`config.mk`:
```
export PLATFORM = sky130hd
export DESIGN_NAME = flow_stat_bank
export DESIGN_NICKNAME = d
export VERILOG_FILES = /design/src/rtl/flow_stat_bank.sv
export SDC_FILE = /design/constraint.sdc
export NUM_CORES = 1
export LEC_CHECK = 0
export BUFFER_PORTS_ARGS = -buffer_cell sky130_fd_sc_hd__buf_2
export CAP_MARGIN = 25
export CORE_ASPECT_RATIO = 1.2
export CORE_MARGIN = 2
export CORE_UTILIZATION = 58
export CTS_CLUSTER_DIAMETER = 50
export DETAILED_ROUTE_END_ITERATION = 8
export PLACE_DENSITY = 0.87
export SETUP_SLACK_MARGIN = 0.15
export SYNTH_ARGS = -nofsm -noshare
export SYNTH_HDL_FRONTEND = slang
export SYNTH_SLANG_ARGS = --single-unit
```
`constraint.sdc`:
```
create_clock -name clk -period 4.3 [get_ports clk]
set_clock_uncertainty 0.1 [all_clocks]
set_input_delay 0.86 -clock clk [delete_from_list [all_inputs] [get_ports clk]]
set_output_delay 0.86 -clock clk [all_outputs]
set_load 0.005 [all_outputs]
```
`src/rtl/flow_stat_bank.sv`:
```
// Per-flow good-packet counters with an increment strobe and a registered select-read port.
// Read data is one cycle after sel or increment; no backpressure.
module flow_stat_bank #(
  parameter int NUM_FLOWS = 4,
  parameter int CNT_WIDTH = 32,
  localparam int IDX_WIDTH = $clog2(NUM_FLOWS)
) (
  input  logic                 clk,
  input  logic                 rst_n,
  input  logic [IDX_WIDTH-1:0] inc_idx,
  input  logic                 inc_en,
  input  logic [IDX_WIDTH-1:0] rd_sel,
  output logic [CNT_WIDTH-1:0] rd_data
);

  logic [CNT_WIDTH-1:0] cnt [NUM_FLOWS];

  always_ff @(posedge clk) begin
    if (!rst_n) begin
      for (int i = 0; i < NUM_FLOWS; i++) cnt[i] <= '0;
      rd_data <= '0;
    end else begin
      if (inc_en) cnt[inc_idx] <= cnt[inc_idx] + CNT_WIDTH'(1);
      // Bypass a same-cycle increment so the read port shows it with the other counters.
      rd_data <= (inc_en && (inc_idx == rd_sel)) ? cnt[rd_sel] + CNT_WIDTH'(1) : cnt[rd_sel];
    end
  end

endmodule

```
Word-level counts from Yosys, hierarchy flattened:

Memory sizes are Yosys's and may differ from the RTL's.
Index checks and enable logic that the tools add are counted.

* flip-flop bits (word level): 32
* memory bits (writable): 128
* bits of input ports: 7
* logic and storage cells: 15
* output and inout port bits: 32
* memories kept: 1

Memories
* cnt: depth 4, width 32, read ports 2, clocked after memory_dff 0, wr ports 4, RTL line 16 `logic [CNT_WIDTH-1:0] cnt [NUM_FLOWS];`

* mux-type cells: 8
* reductions and logical operators: 2
* eq/ne operators: 1
* add/subtract/negate cells: 2

Operators with widths (number)
* 32-bit by 1-bit adder with 32-bit output, second input constant: 2
* 32-bit two-way mux: 2
* 32-bit OR reduction: 1
* 1-bit two-way mux: 5
* 2-bit == test: 1
* 2-bit two-way mux: 1
* 1-bit logical AND: 1

Depth between registers and ports, before layout:

Gate-level depths: netlist of run 1.

* word-level depth: 5
* mapped depth: 10
* gate-level depth less buffers: 6

Worst setup path after synthesis of run 1:

Ideal clock, no wire load.

* kind: input port to flip-flop
* start point: input port inc_idx[0]
* end point: memory cnt[2][0], enable pin
* data required time: 3811 ps
* slack: 906 ps
* buffers on the path: 5
* library setup time: 389 ps
* stages: 8
* arrival time: 2904 ps
* cell sequence: buf_6 -> buf_8 -> buf_4 -> nand2b_1 -> or2_2 -> clkbuf_1 -> clkbuf_1 -> nand2_1

RTL lines
* from (decl): RTL line 10 `input logic [IDX_WIDTH-1:0] inc_idx,`
* to (decl): RTL line 16

==> summary.txt, run 1 <==
Floorplan
  • Die ar.: between 15000 and 20000 um^2
  • Rows: 50
  • Core region area: about 16000 um^2
  • Initial Util: about three fifths
  • Die H: 143 um
  • IO Count: 39
  • Die span in x: 120 um

Timing
  • Number of hold violations in the final report: 0
  • Relative slew slack: about a third
  • Min Tclk post-route: 3.65 ns
  • F_max: 274 MHz
  • Final critical-path share of the clock period: a little over four fifths
  • Setup TNS: 0 ns
  • Final setup viols: 0
  • Slew Viols, Final: 0
  • WHS: 0.707 ns
  • Worst slew pin tran: roughly 0.97 ns
  • Unrepaired setup endpoints after global routing: no

Place
  • DP HPWL: 16.2 mm
  • Post-DP Area: 9770 um^2
  • GPL Wtd Cong: 0.984
  • Number of port buffers: 38

Clock tree
  • Clock slew at reported path FFs: 0.06 ns
  • Clock Tree Root: clkbuf_16
  • Setup bufs post-CTS: 0
  • H-tree depth: 4
  • TritonCTS Buffers: 17
  • CTS max path bufs: 2
  • Hold buffers post-CTS: 0
  • CTS tree: built
  • Clk Latency, worst-skew pair: approximately 0.43 ns
  • CTS sink count: between 150 and 200
  • Post-cts sizing count: 0

Layout
  • FF/Latch Area: ~4500 um^2
  • Number of fill cells: ~1000
  • Fin area: a little over 10000 um^2
  • Multi-input gate area: 4480 um^2
  • # diodes: 0
  • Utilization after layout: between 60% and 70%
  • Layout cells sized above 1: 21.7%
  • Layout Area Growth over Synthesis: 11.5%
  • NumNets Final: 845

Detailed routing
  • Initial drt markers: 1301
  • Drt via density: between 7 and 8
  • Post-route ant nets: 0
  • Total wire length: 25.9 mm
  • DR pass1 iterations: 6
  • # DRC: 0
  • Via Count: about 7900
  • Wirelength per Cell: approximately 25 um

Yosys
  • Syn Std Cell Area: 9330 um^2
  • YS warnings: 0
  • Syn Inst Count: roughly 800
  • Yosys reg bits: 160
  • Post-synth top flop: edfxtp_1
  • Synth cell types: 52
  • Post-synth EDFFs: ~130
  • Sequential share of the synthesized area: ~48%
  • Mean Syn Cell Area: 11.6 um^2
  • Synthesized Nets: 812
  • Share of flip-flops with an asynchronous set or reset: 0%

GRT
  • Number of global-route vias before repair: approximately 7600
  • Initial antenna violation count: 0
  • First-pass GRT wire length: 40.6 mm
  • Largest net degree at the start of global routing: 40
  • GRT Util Overall: slightly above 30%
  • GRT overflow: 0

Setup path
  • Worst r2r path cells: 6
  • CP Buf/Inv Count: 1
  • Flop-to-flop setup slack: 1.58 ns
  • WP data required: 4.35 ns
  • Reg-to-reg endpoint: cnt[2][16]
  • Crit path DAT: 3.69 ns
  • Max stage delay cell, worst path: buf_2
  • CP top delay family: buffers and inverters
  • Critical path launch point type: input port
  • Nature of the critical path endpoint: flop
  • Crit Path Max Fanout: 32
  • Critical path's largest stage delay: about 0.72 ns
  • Worst r2r src: cnt[1][0]
  • Crit path cell chain: buf_2 > mux4_2 > ha_1 > and4_1 > nand2_2 > o31ai_1 > a21oi_1
  • WS Path Type: input port to flop

Power and ir drop
  • Combinational power share: 13.0%
  • Max VDD drop: ~0.00029 V
  • P_leak: 3.76 nW
  • Sw Pwr: 0.976 mW
  • Flop pwr share: about 46%
  • Switching power share of the total: around 25%
  • Clock Power Share: 40.9%
  • Pwr dens: 376 nW/um^2
  • Internal Pwr Total: about 2.9 mW

Run
  • Max Cap Viol: 0

Hold path
  • Hold EP: rd_data[31]
  • Hold Crit Class: flop to flop
  • Cell count of the worst hold path: 3
  • Hold Startpoint: cnt[3][31]

Run status
  • Status: finished clean
## power by group through the flow
stage / sequential [mW] / clock, mW / combinational [mW]
5_1_grt: 1.81 / 1.66 / 0.533
2_1_floorplan: 1.83 / 0 / 0.341
3_5_place_dp: 1.83 / 0 / 0.480
4_1_cts: 1.80 / 1.59 / 0.491
6_report: 1.81 / 1.60 / 0.508
3_3_place_gp: 1.83 / 0 / 0.466
## cells by family after synthesis
| group | share of synthesized area (%) |
|---|---|
| simple gates | 20.5 |
| buf+inv | 3.94 |
| mux | 17.6 |
| fa+ha+maj | 0.268 |
| compound gates | 7.52 |
| xor+xnor | 2.04 |
| flops | 48.1 |
## through the flow
stage	worst slack (ns)	instances	power, mW
6_report	0.654	1056	3.91
4_1_cts	0.801	1056	3.88
3_3_place_gp	0.537	1025	2.29
2_1_floorplan	0.906	803	2.17
5_1_grt	0.628	1056	4.00
3_5_place_dp	0.506	1025	2.31
## how the worst max path moves through the flow
stage,cells past startpoint,slack (ns),start,endpoint
after floorplan,8,0.91,inc_idx[0],cnt[2][0]
after global placement,7,0.54,inc_idx[1],cnt[2][22]
after detailed placement,7,0.51,inc_idx[1],cnt[3][22]
after CTS,7,0.80,inc_idx[1],cnt[2][16]
after global routing,7,0.63,inc_idx[1],cnt[0][16]
final,7,0.65,inc_idx[1],cnt[2][16]
## synthesized netlist by cell type (14+ instances only)
cell      number  share of area (%)
edfxtp_1     128                 41
nor2_1        91                3.7
nand2_1       84                3.4
mux4_2        61                 15
a21oi_1       50                2.7
nand4_1       43                2.9
dfxtp_1       32                6.9
clkbuf_1      30                1.2
o311ai_0      28                2.6
nand3_1       20                1.1
mux2i_1       18                1.9
buf_2         17               0.91
o21ai_0       17               0.91
and2_1        16                1.1
or3_1         15                1.0
nand2b_1      14               0.94
or4_1         14                1.1
## layer usage
layer / vias up / part of all wire [%] / track usage [%]
met2: 787 / 48 / 51.8
met4: 0 / 6.5 / 18.4
li1: 3208 / - / -
met5: - / 0 / 0
met1: 3711 / 32 / 35.8
met3: 202 / 13 / 8.19
## flip-flops by register name (all words and copies together) (netlist names)
signal	count
cnt	128
rd_data	32
## cells in the final DEF, fill, tap and decap left out, types with 3 or more instances in the layout
cell type	n
o21ai_0	17
nand3_1	20
buf_12	3
and2_1	16
inv_1	11
buf_2	38
xor2_1	6
mux2i_1	18
mux4_2	61
buf_4	33
nand2b_1	14
clkbuf_16	22
a21oi_1	50
or4_1	14
and4_1	8
edfxtp_1	128
o21ai_1	3
clkinv_2	3
xnor2_1	12
nand4_1	43
dfxtp_1	32
nand2_1	84
and3_1	13
nor4_4	3
o311ai_0	28
mux4_1	3
nor2_1	91
nor4_1	5
nor3_1	10
o31ai_1	12
or3_1	15
## tightest hold or removal path, stage by stage (launching register included)
cell and delay (ns):
edfxtp_1 0.34, mux4_2 0.25, nand2_1 0.06, mux2i_1 0.12
## final cells by class
| class | count | share of cell area [%] |
|---|---|---|
| repair buffers | 74 | 4.79 |
| inverters | 11 | 0.397 |
| multi-input cells | 572 | 43.1 |
| flip-flops and latches | 160 | 43.1 |
| clock buffers | 25 | 5.50 |
| well taps | 208 | 2.50 |
| clock inverters | 6 | 0.578 |
Note: power is estimated with default switching activity, not from simulation.
==> run 2: changes to the inputs <==
Clock period 4.3 ns to 3.4 ns, I/O delays scaled along.
==> run 2 against run 1 <==
  * Register-to-register slack worse by 0.97 ns
  * Setup slack lost 0.32 ns
  * Sequential cell count did not move
  * Worst hold slack lost 0.071 ns
  * Sequential share of layout area down 0.072 points
  * Critical path depth increased by 1
  * First-iteration DRC count down 2.2%
  * Non-clock buffer count increased by 14
  * Count of clock-buffer cells in the layout fell by 6
  * Die area stayed put
  * Via count is 0.76% lower
  * Critical path type unchanged
  * Largest cell class unchanged
  * Highest routed layer unchanged
==> summary.txt, run 2 (synthesized netlist as in run 1, its figures left out) <==
Run status
  • Status: finished clean

Layout
  • # diodes: 0
  • NumNets Final: 859
  • Largest register FFs: 128
  • Number of fill cells: approximately 1000
  • Utilization after layout: 66.3%
  • Commonest non-fill, non-tap cell in the layout: edfxtp_1
  • Layout cells sized above 1: 23.1%
  • Top reg by flops: cnt
  • Non-Filler Instances: 1071
  • Most frequent cells in the layout: edfxtp_1, nor2_1, nand2_1
  • Top Registers: cnt (128), rd_data (32)
  • Layout Area Growth over Synthesis: 11.6%

Place
  • GPL Wtd Cong: roughly 0.95
  • DP HPWL: roughly 17 mm
  • Number of port buffers: 38
  • Dpl cells: a little over 1000

Timing
  • Worst slew pin tran: 0.979 ns
  • Min Tclk post-route: 3.07 ns
  • Setup TNS: 0 ns
  • Slew Viols, Final: 0
  • F_max: between 300 and 400 MHz
  • Number of hold violations in the final report: 0
  • Unrepaired setup endpoints after global routing: no
  • Final critical-path share of the clock period: 90.3%
  • Relative slew slack: ~34%
  • Final setup viols: 0

Setup path
  • Nature of the critical path endpoint: flop
  • WP data required: 3.44 ns
  • Crit path cell chain: buf_2 > buf_12 > mux4_2 > ha_1 > and4_1 > nand2_2 > o31ai_1 > a21oi_1
  • Crit path DAT: 3.11 ns
  • Crit Path Max Fanout: 18
  • CP Buf/Inv Count: 2
  • CP top delay family: compound AO/OA/AOI/OAI gates
  • WS Path Type: input port to flop
  • Max stage delay cell, worst path: o31ai_1
  • Critical path launch point type: input port
  • Critical path's largest stage delay: ~0.53 ns

GRT
  • GRT overflow: 0
  • Number of global-route vias before repair: 7619
  • First-pass GRT wire length: 41.2 mm
  • Initial antenna violation count: 0
  • Largest net degree at the start of global routing: 33
  • GRT Util Overall: 32.1%

Clock tree
  • H-tree depth: 4
  • Clk Latency, worst-skew pair: 0.43 ns
  • CTS max path bufs: 2
  • Setup bufs post-CTS: 0
  • Clock slew at reported path FFs: roughly 0.070 ns
  • TritonCTS Buffers: 17
  • Post-cts sizing count: 0
  • Clock Tree Root: clkbuf_16
  • CTS sink count: 160
  • Hold buffers post-CTS: 0
  • CTS tree: built

Detailed routing
  • Wirelength per Cell: ~25 um
  • Post-route ant nets: 0
  • # DRC: 0
  • Initial drt markers: 1273
  • Total wire length: 26.6 mm
  • DR pass1 iterations: 7
  • Via Count: 7848
  • Drt via density: 7.33

Floorplan
  • Die ar.: 17100 um^2
  • Initial Util: approximately 60%
  • Die span in x: 120 um
  • Core region area: 15700 um^2
  • Rows: 50
  • IO Count: 39
  • Die H: around 140 um

Power and ir drop
  • Clock Power Share: 37.7%
  • Total chip power: 4.74 mW
  • Max VDD drop: 0.000340 V
  • Flop pwr share: 48.3%
  • Switching power share of the total: 27.1%
  • Combinational power share: approximately 14%
  • Internal Pwr Total: 3.45 mW
  • Pwr dens: about 450 nW/um^2
  • Sw Pwr: 1.29 mW
  • P_leak: approximately 3.8 nW

Run
  • Max Cap Viol: 0

Hold path
  • Hold Crit Class: input port to flop
run 2: power by group through the flow:
stage	clock network (mW)	registers, mW	logic, mW
floorplan	0	2.31	0.432
global placement	0	2.31	0.609
detailed placement	0	2.32	0.631
CTS	1.78	2.29	0.642
global route	1.86	2.30	0.701
finish	1.78	2.29	0.664
run 2: cell type report:
class | instances | area, um^2 | share of cell area (%)
clock buffers | 19 | 443 | 4.25
well taps | 208 | 260 | 2.50
repair buffers | 88 | 603 | 5.79
multi-input cells | 572 | 4480 | 43.0
flip-flops and latches | 160 | 4480 | 43.1
inverters | 11 | 41.3 | 0.396
clock inverters | 13 | 101 | 0.973
run 2: per-stage QoR:
step	hold WS [ns]	worst slack, ns	cell area, um^2
2_1_floorplan	0.620	0.186	9330
3_3_place_gp	0.653	0.105	9870
3_5_place_dp	0.696	0.0585	9870
4_1_cts	0.624	0.448	10400
5_1_grt	0.653	0.250	10400
6_report	0.636	0.330	10400
run 2: routing by layer:
layer / wire length, um / global-route usage, % / vias to the layer above
li1: - / - / 3235
met1: 8370 / 37.6 / 3620
met2: 12900 / 53.3 / 782
met3: 3410 / 7.03 / 211
met4: 1900 / 21.2 / 0
met5: 0 / 0 / -
run 2: worst reg2reg max path, cell delays in order, from the launching register on:
cell      delay (ns)
edfxtp_1        0.43
mux4_2          0.31
ha_1            0.26
and4_1          0.47
nand2_2         0.23
o31ai_1         0.53
a21oi_1         0.18
run 2: final timing paths:
check | depth (start not counted) | slack (ns) | to | from
max reg2reg | 6 | 0.61 | cnt[2][16] | cnt[0][1]
min | 4 | 0.64 | rd_data[31] | rst_n
max | 8 | 0.33 | cnt[2][16] | inc_idx[0]
min reg2reg | 3 | 0.69 | rd_data[31] | cnt[0][31]
==> run 3: changes to the inputs <==
Settings changed: ABC_AREA from default to 1.
==> run 3 against run 2 <==
  * Clock power is 12% higher
  * Area after synthesis rose by 5.2%
  * Synthesized cell count up 73%
  * Via count is 18% higher
  * Sequential share of layout area fell by 1.7 points
  * First-iteration DRC count decreased by 19%
  * Power increased by 6.3%
  * Count of clock-buffer cells in the layout grew 7
  * Utilization decreased by 1.5 points
  * Sequential cell count did not move
  * Critical endpoint is now rd_data[25]
  * Critical path depth rose by 5
  * Largest cell class unchanged
  * Die area rose by 5.0%
==> summary.txt, run 3 <==
Run status
  • Status: finished clean

GRT
  • GRT Util Overall: 32.8%
  • Number of global-route vias before repair: 8714
  • First-pass GRT wire length: 44.4 mm
  • GRT overflow: 0
  • Largest net degree at the start of global routing: 39
  • Initial antenna violation count: 0

Floorplan
  • Initial Util: 58.7%
  • Die ar.: 18000 um^2
  • IO Count: 39
  • Die span in x: 123 um
  • Rows: 52
  • Core region area: 16700 um^2
  • Die H: 147 um

Clock tree
  • CTS tree: built
  • TritonCTS Buffers: 17
  • Setup bufs post-CTS: 0
  • Clock Tree Root: clkbuf_16
  • CTS sink count: 160
  • Clk Latency, worst-skew pair: around 0.44 ns
  • Post-cts sizing count: 0
  • Clock slew at reported path FFs: 0.06 ns
  • CTS max path bufs: 2
  • Hold buffers post-CTS: 0
  • H-tree depth: 4

Detailed routing
  • Drt via density: ~5.6
  • Via Count: 9241
  • Post-route ant nets: 0
  • Total wire length: about 29 mm
  • DR pass1 iterations: 6
  • Wirelength per Cell: ~17 um
  • # DRC: 0
  • Initial drt markers: 1025

Power and ir drop
  • Total chip power: 5.03 mW
  • Max VDD drop: about 0.00036 V
  • P_leak: just under 5 nW
  • Pwr dens: 464 nW/um^2

Yosys
  • Post-synth top cells: nand2_1, nor2_1, inv_1
  • Syn Inst Count: between 1000 and 1500
  • Syn Std Cell Area: 9810 um^2
  • Synthesized Nets: about 1400
  • Most frequent cell after synthesis: nand2_1
  • Yosys reg bits: 160
  • Area leader, netlist: edfxtp_1
  • Share of flip-flops with an asynchronous set or reset: 0%
  • Sequential share of the synthesized area: 45.7%
  • Yosys top cell area share: 39.2%
  • Top cells by area, synth: edfxtp_1, nand2_1, nor2_1
  • Synth cell types: 35
  • YS warnings: 0
  • Post-synth top flop: edfxtp_1
  • Mean Syn Cell Area: 7.08 um^2
  • Post-synth EDFFs: 128

Layout
  • Commonest non-fill, non-tap cell in the layout: nand2_1
  • Most frequent cells in the layout: nand2_1, nor2_1, inv_1
  • Fin area: 10800 um^2
  • Top reg by flops: cnt
  • NumNets Final: 1433
  • Largest register FFs: 128
  • Non-Filler Instances: 1653
  • Layout cells sized above 1: about 11%
  • Utilization after layout: between 60% and 70%
  • # diodes: 0
  • Top Registers: cnt (128), rd_data (32)
  • Layout Area Growth over Synthesis: 10.5%

Place
  • Dpl cells: 1621
  • Post-place setup slack: 0.332 ns
  • DP HPWL: 19.9 mm
  • Post-DP Area: 10200 um^2
  • GPL Wtd Cong: 1.00
  • Number of port buffers: 38

Timing
  • Worst slew pin tran: between 0.8 and 0.9 ns
  • F_max: 356 MHz
  • WHS: 0.588 ns
  • Final critical-path share of the clock period: slightly above 80%
  • Number of hold violations in the final report: 0
  • Setup TNS: 0 ns
  • Final WS setup: 0.592 ns
  • Slew Viols, Final: 0
  • Relative slew slack: a little under half
  • Min Tclk post-route: 2.81 ns
  • Final setup viols: 0
  • Unrepaired setup endpoints after global routing: no

Hold path
  • Hold Crit Class: flop to flop

Setup path
  • Crit Path Max Fanout: 38
  • Crit path DAT: 3.03 ns
  • WS Path Type: input port to flop
  • WP data required: 3.62 ns
  • Nature of the critical path endpoint: flop
  • Critical path launch point type: input port

Run
  • Max Cap Viol: 0
## run 3: cell types whose count changed after synthesis, moves of 15 or more
cell / previous run / this run
a21oi_1: 50 / 21
and2_1: 16 / 1
clkbuf_1: 30 / 15
inv_1: 11 / 181
mux2i_1: 18 / 0
mux4_2: 61 / 0
nand2_1: 84 / 457
nand3_1: 20 / 147
nand4_1: 43 / 8
nor2_1: 91 / 234
nor2_2: 0 / 17
o311ai_0: 28 / 0
or3_1: 15 / 0
## run 3: worst paths after layout
kind | startpoint | depth (start not counted) | slack (ns) | end
worst max register to register | cnt[0][0] | 12 | 0.89 | cnt[0][22]
worst min register to register | cnt[1][20] | 4 | 0.59 | rd_data[20]
worst min-delay path | cnt[1][20] | 4 | 0.59 | rd_data[20]
worst max-delay path | rd_sel[0] | 13 | 0.59 | rd_data[25]
## run 3: cells by family after synthesis
group	Yosys count	share of synthesized area, %
XOR/XNOR	10	0.892
AO/OA/AOI/OAI	59	3.26
AND/OR/NAND/NOR	907	38.8
buffers and inverters	249	11.1
flip-flops	160	45.7
adder cells (fa/ha/maj)	2	0.255
## run 3: cell type report
class	count	area (um^2)
sequential	160	4480
tap	216	270
timing repair buffer	74	485
clock inverter	6	91.3
multi-input combinational	978	4250
fill	1366	5880
inverter	193	729
clock buffer	26	533
## run 3: power by group
part,internal [mW],total [mW],leakage [nW],switching [mW]
Clock,1.24,2.00,0.305,0.768
Sequential,2.23,2.28,1.60,0.0480
Combinational,0.212,0.750,3.00,0.537
Total,3.68,5.03,4.91,1.35
## run 3: critical path, cell delays in order
cell and delay, ns:
buf_2 0.13, buf_4 0.38, nand2_1 0.09, nand3_1 0.09, nand2_1 0.20, nor2_1 0.29
nand2_1 0.10, nor2_1 0.50, nand3_1 0.22, nor2_1 0.17, nand2_1 0.06, nand2_1 0.06
nor2_1 0.04
## run 3: metal layers
| metal | track usage (%) | vias to the layer above | share of wire, % |
|---|---|---|---|
| li1 | - | 4398 | - |
| met5 | 0 | - | 0 |
| met4 | 21.3 | 0 | 5.7 |
| met1 | 38.6 | 4137 | 36 |
| met2 | 54.5 | 575 | 48 |
| met3 | 5.70 | 131 | 9.7 |
